$ cat src/rtl/freq_sweep_controller_pkg.sv
// Shared definitions for the frequency sweep sequencer and its DDFS neighbours.
package freq_sweep_controller_pkg;
  localparam int SWP_FREQ_W  = 23;
  localparam int SWP_DWELL_W = 16;

  typedef enum logic [1:0] {
    SWP_IDLE  = 2'd0,
    SWP_RUN   = 2'd1,
    SWP_PAUSE = 2'd2,
    SWP_DONE  = 2'd3
  } swp_state_t;

  localparam logic [1:0] SWP_SINGLE   = 2'd0;
  localparam logic [1:0] SWP_REPEAT   = 2'd1;
  localparam logic [1:0] SWP_TRIANGLE = 2'd2;
endpackage

$ cat src/rtl/freq_sweep_controller_sweep_next_freq.sv
// One step of a sweep toward a target, clamped so the target is never overshot.
module sweep_next_freq #(
  parameter int FREQ_W = 23
) (
  input  logic [FREQ_W-1:0] cur,
  input  logic [FREQ_W-1:0] target,
  input  logic [FREQ_W-1:0] step,
  input  logic              dir,
  output logic [FREQ_W-1:0] next,
  output logic              at_end
);
  logic [FREQ_W-1:0] diff;

  // Distance to target in the direction of travel; comparing it avoids overflow.
  assign diff   = dir ? (target - cur) : (cur - target);
  assign next   = (diff <= step) ? target : (dir ? cur + step : cur - step);
  assign at_end = (cur == target);
endmodule

$ cat src/rtl/freq_sweep_controller.sv
// Steps the DDFS frequency word between two endpoints with per-value dwell.
module freq_sweep_controller
  import freq_sweep_controller_pkg::*;
#(
  parameter int FREQ_W  = SWP_FREQ_W,
  parameter int DWELL_W = SWP_DWELL_W
) (
  input  logic               clk,
  input  logic               rst,
  input  logic               tick,
  input  logic               start,
  input  logic               abort,
  input  logic               pause,
  input  logic [1:0]         mode,
  input  logic [FREQ_W-1:0]  start_freq,
  input  logic [FREQ_W-1:0]  stop_freq,
  input  logic [FREQ_W-1:0]  step_freq,
  input  logic [DWELL_W-1:0] dwell_len,
  output logic [FREQ_W-1:0]  freq,
  output logic               freq_upd,
  output logic               dir_up,
  output logic               busy,
  output logic               done
);
  typedef struct packed {
    logic [FREQ_W-1:0]  start_f;
    logic [FREQ_W-1:0]  stop_f;
    logic [FREQ_W-1:0]  step_f;
    logic [DWELL_W-1:0] dwell;
    logic [1:0]         mode;
  } swp_cfg_t;

  swp_state_t         state, state_n;
  swp_cfg_t           cfg, cfg_n;
  logic [FREQ_W-1:0]  freq_n;
  logic               upd_n, dir_n, done_n;
  logic [DWELL_W-1:0] cnt, cnt_n;
  logic               tsel, tsel_n;  // 1: current target is start_f (triangle return leg)

  // Evaluator 0 steps toward the current target, evaluator 1 toward the opposite one.
  logic [1:0][FREQ_W-1:0] tgt_v, nxt_v;
  logic [1:0]             dir_v, end_v;
  logic                   at_end;

  assign tgt_v[0] = tsel ? cfg.start_f : cfg.stop_f;
  assign tgt_v[1] = tsel ? cfg.stop_f  : cfg.start_f;
  assign dir_v[0] = dir_up;
  assign dir_v[1] = ~dir_up;

  genvar g;
  generate
    for (g = 0; g < 2; g++) begin : g_nf
      sweep_next_freq #(.FREQ_W(FREQ_W)) u_nf (
        .cur    (freq),
        .target (tgt_v[g]),
        .step   (cfg.step_f),
        .dir    (dir_v[g]),
        .next   (nxt_v[g]),
        .at_end (end_v[g])
      );
    end
  endgenerate

  // A zero step can never reach the target, so treat every value as the end point.
  assign at_end = end_v[0] | (cfg.step_f == '0);
  assign busy   = (state == SWP_RUN) || (state == SWP_PAUSE);

  always_comb begin
    state_n = state;
    cfg_n   = cfg;
    freq_n  = freq;
    upd_n   = 1'b0;
    dir_n   = dir_up;
    done_n  = done;
    cnt_n   = cnt;
    tsel_n  = tsel;
    if (abort) begin
      state_n = SWP_IDLE;
      done_n  = 1'b0;
    end else if (start) begin
      cfg_n   = '{start_f: start_freq, stop_f: stop_freq, step_f: step_freq,
                  dwell: dwell_len, mode: mode};
      freq_n  = start_freq;
      upd_n   = 1'b1;
      cnt_n   = '0;
      dir_n   = (stop_freq >= start_freq);
      tsel_n  = 1'b0;
      state_n = SWP_RUN;
      done_n  = 1'b0;
    end else begin
      case (state)
        SWP_RUN: begin
          if (pause) begin
            state_n = SWP_PAUSE;
          end else if (tick) begin
            if (cnt < cfg.dwell) begin
              cnt_n = cnt + 1'b1;
            end else begin
              cnt_n = '0;
              if (!at_end) begin
                freq_n = nxt_v[0];
                upd_n  = 1'b1;
              end else begin
                case (cfg.mode)
                  SWP_REPEAT: begin
                    freq_n = cfg.start_f;
                    upd_n  = 1'b1;
                  end
                  SWP_TRIANGLE: begin
                    freq_n = nxt_v[1];
                    upd_n  = 1'b1;
                    // Opposite endpoint equal to this one means nothing to reverse.
                    if (!end_v[1]) begin
                      dir_n  = ~dir_up;
                      tsel_n = ~tsel;
                    end
                  end
                  default: begin
                    state_n = SWP_DONE;
                    done_n  = 1'b1;
                  end
                endcase
              end
            end
          end
        end
        SWP_PAUSE: if (!pause) state_n = SWP_RUN;
        default: ;
      endcase
    end
  end

  always_ff @(posedge clk or posedge rst) begin
    if (rst) begin
      state    <= SWP_IDLE;
      cfg      <= '0;
      freq     <= '0;
      freq_upd <= 1'b0;
      dir_up   <= 1'b1;
      done     <= 1'b0;
      cnt      <= '0;
      tsel     <= 1'b0;
    end else begin
      state    <= state_n;
      cfg      <= cfg_n;
      freq     <= freq_n;
      freq_upd <= upd_n;
      dir_up   <= dir_n;
      done     <= done_n;
      cnt      <= cnt_n;
      tsel     <= tsel_n;
    end
  end
endmodule

$ cat config.mk
export PLATFORM = sky130hd
export DESIGN_NAME = freq_sweep_controller
export DESIGN_NICKNAME = d
export VERILOG_FILES = /design/src/rtl/freq_sweep_controller_pkg.sv /design/src/rtl/freq_sweep_controller_sweep_next_freq.sv /design/src/rtl/freq_sweep_controller.sv
export SDC_FILE = /design/constraint.sdc
export NUM_CORES = 1
export LEC_CHECK = 0
export ABC_AREA = 1
export CORE_ASPECT_RATIO = 1.25
export CORE_MARGIN = 1.5
export CORE_UTILIZATION = 45
export DETAILED_ROUTE_END_ITERATION = 16
export SKIP_LAST_GASP = 1
export SLEW_MARGIN = 0
export SYNTH_ARGS = -nofsm -noshare
export SYNTH_HDL_FRONTEND = slang
export SYNTH_SLANG_ARGS = --single-unit
$ cat constraint.sdc
create_clock -name clk -period 6.1 [get_ports clk]
set_input_delay 1.22 -clock clk [delete_from_list [all_inputs] [get_ports clk]]
set_output_delay 1.22 -clock clk [all_outputs]
set_load 0.02 [all_outputs]
==> flow_summary_export.csv <==
group,metric,value,unit
status,status,"completed",
critical_path,critical_path.startpoint_type,"flip-flop",
hold_path,holdCritStartpoint,"cfg[11]",
clock_network,cts_root_buf,"clkbuf_16",
timing,hold_viol,0,
critical_path,crit_arrival,6.06,ns
drt,post_drt_wl_per_cell,21.1,microns
placed_design,numPlacedInstances,3337,
timing,setup_viol,0,
synth,synth_flop_cell,"dfrtp_1",
clock_network,post-cts-setup-buffer-count,0,
timing,max_slew_margin,32.9,%
drt,wirelength,71000,microns
critical_path,r2r_start,"tsel",
critical_path,endpoint_kind,"flip-flop",
timing,finalCritPeriodShare,93.8,%
die,die_h,222,microns
clock_network,insertion_delay,0.47,ns
power,p_per_area,597,mW/mm^2
power,cellLeakagePower,10.2,nW
placed_design,dp_hpwl,58700,microns
finish,n_antenna_cell,0,
finish,area_growth,13.0,%
timing,finClkSkew,0.0121,ns
synth,syn_area_per_cell,6.15,sq um
timing,rsz0062_at_grt,"false",
clock_network,clock_sinks,132,
die,core-area,0.0375,sq mm
timing,min_period,5.72,ns
clock_network,cts_buffer_depth,2,
global_routing,grt_pass1_vias,18500,
synth,yosysSeqAreaShare,19.2,%
finish,stdcell_count,3369,
synth,ys_seq_elements,132,
power,power.total,11.6,mW
placed_design,io_buffers,119,
timing,max_freq,0.175,GHz
synth,yosysWarnings,0,
synth,synthCells,2798,
drt,drt_iter0_markers,1620,
global_routing,overflow,0,
drt,vias_per_cell,5.62,
timing,worstMarginPinSlew,1.01,ns
timing,slew_viol_final,0,
synth,synth_edf_count,0,
placed_design,gp_congestion,0.974,
power,ir_drop,249,uV
placed_design,dpl_worst_slack,0.320,ns
hold_path,hold_depth,2,
critical_path,crit_required,6.45,ns
critical_path,rr_endpoint,"freq[19]",
clock_network,htree_levels,4,
timing,timing.final.ws_setup,0.381,ns
synth,async_reset_ff_share,100,%
critical_path,cp_slowest_cell,"dfrtp_2",
critical_path,cpPeakStageDelay,0.59,ns
clock_network,tritoncts,"yes",
drt,drcViolationCount,0,
job,max_cap_viol_count,0,
die,dieArea,0.0394,sq mm
die,die_w,178,microns
critical_path,reg2regPathDepth,29,
critical_path,cpMostUsedCell,"nand2_1",
drt,vias,18900,
critical_path,r2r_slack,0.38,ns
synth,synthesis.area,0.0172,sq mm
synth,ys_types,56,
hold_path,min_path_type,"flip-flop to flip-flop",
finish,fin_nets,3192,
timing,setup-tns-final,0,ns
die,num_rows,79,
global_routing,track_usage,36.3,%
clock_network,clkTransAtPathRegs,0.07,ns
global_routing,grt_pass1_wl,107000,microns
finish,layout-drive-gt1-share,3.23,%
die,io_pins,120,
synth,synthesis.nets,3120,
drt,antenna_left,0,
global_routing,antenna_found_initial,1,
global_routing,grt_max_degree,94,
die,start_util,45.9,%
clock_network,cts_made_buffers,17,
critical_path,crit_type,"flip-flop to flip-flop",
critical_path,cp_max_fo,23,
drt,first_pass_iters,5,
hold_path,min_to,"cfg[11]",
## Yosys cell counts (all sizes together), types with 2 or more instances
cell,count,area [sq um]
nor2,241,910
a31oi,12,75.1
and2,2,12.5
ha,223,2790
a221oi,2,17.5
and3,3,18.8
o211a,3,30.0
mux2i,6,60.1
dfrtp,131,3280
xnor2,11,96.3
o21a,9,67.6
o22ai,2,12.5
nor3b,5,37.5
clkbuf,56,211
or2,6,37.5
a2111oi,3,26.3
xor2,53,464
o21ai,213,1070
nand4,32,200
fa,6,120
nand3,197,998
nand2,738,2780
inv,440,1650
a21boi,8,60.1
mux2,5,56.3
buf,40,211
o21bai,16,120
nor4,7,58.8
a21oi,285,1440
o31ai,2,15.0
nor3,16,80.1
a21o,6,45.0
o211ai,10,75.1
## area by class of cell
type                            count  area [sq um]
Sequential cell                   132          3310
Multi-Input combinational cell   2129         11800
Timing Repair Buffer              149          1440
Inverter                          441          1660
Clock buffer                       20           457
Tap cell                          486           608
Fill cell                        3936         18000
Clock inverter                     12           124
## cells in the final DEF (no fill, tap or decap), types with 4 or more instances in the layout
| cell type | instances |
|---|---|
| a21oi_1 | 284 |
| nor3b_1 | 4 |
| mux2_2 | 5 |
| ha_1 | 223 |
| nor4_1 | 6 |
| o21bai_1 | 16 |
| o21ai_0 | 203 |
| inv_1 | 432 |
| clkbuf_16 | 17 |
| nor3_1 | 16 |
| nand2_1 | 736 |
| nor2_1 | 239 |
| xor2_1 | 53 |
| xnor2_1 | 11 |
| mux2i_1 | 6 |
| buf_4 | 28 |
| o21ai_1 | 9 |
| a21o_1 | 6 |
| inv_2 | 6 |
| o21a_1 | 9 |
| o211ai_1 | 10 |
| nand3_1 | 196 |
| dfrtp_1 | 130 |
| a31oi_1 | 12 |
| clkdlybuf4s50_1 | 118 |
| clkinv_4 | 4 |
| a21boi_1 | 7 |
| clkinvlp_4 | 4 |
| or2_2 | 6 |
| fa_1 | 6 |
| nand4_1 | 32 |
## what timing repair did
action	CTS	global route
hold endpoints to repair	0	0
setup endpoints to repair	0	18
gates resized for setup	0	2
hold buffers	0	0
## how the worst max path moves through the flow
stage / startpoint / end / slack (ns) / cells past startpoint
finish: tsel / freq[19] / 0.38 / 29
global route: tsel / freq[9] / 0.05 / 31
CTS: tsel / freq[19] / 0.30 / 30
detailed placement: tsel / freq[19] / 0.32 / 30
global placement: tsel / freq[19] / 0.39 / 30
floorplan: rst / cfg[0] / 1.36 / 1
## state kept, by name (all words and copies together) (netlist names)
name and cells:
cfg 87, freq 23, cnt 16, state 2, dir_up 1, done 1, freq_upd 1, tsel 1
## metal layers
metal | wire length [microns] | global-route usage [%]
met4 | 4610 | 21.8
met5 | 9 | 0
met2 | 33000 | 59.9
met1 | 28700 | 44.7
met3 | 4690 | 4.54
## report_power, final
part / switching (mW) / internal [mW]
combinational: 6.19 / 3.03
sequential: 0.276 / 1.03
clock: 0.476 / 0.590
## metrics by stage
stage	utilization, %	hold WS [ns]	instance area [sq um]
4_1_cts	51.9	0.521	19400
6_report	51.9	0.518	19400
3_5_place_dp	50.3	0.497	18900
3_3_place_gp	50.3	0.469	18900
5_1_grt	51.9	0.543	19400
2_1_floorplan	-	0.453	17200
## worst max-delay path: cells and delay by family (launching register included)
family	cells	cell delay, ns
compound gates	7	1.55
xor+xnor	1	0.14
fa+ha+maj	2	0.61
buf+inv	7	1.24
flops	1	0.59
simple gates	12	1.44
## logic make-up (layout without fill, tap and decap cells)
group,Yosys count,count (layout),synth area share [%]
AND/OR/NAND/NOR,1248,1248,29.8
multiplexers,11,11,0.676
flip-flops,132,132,19.2
XOR/XNOR,64,64,3.26
adder cells (fa/ha/maj),229,229,16.9
buffers and inverters,537,622,12.1
AO/OA/AOI/OAI,577,577,18.0
(Power assumes the default switching activity.)
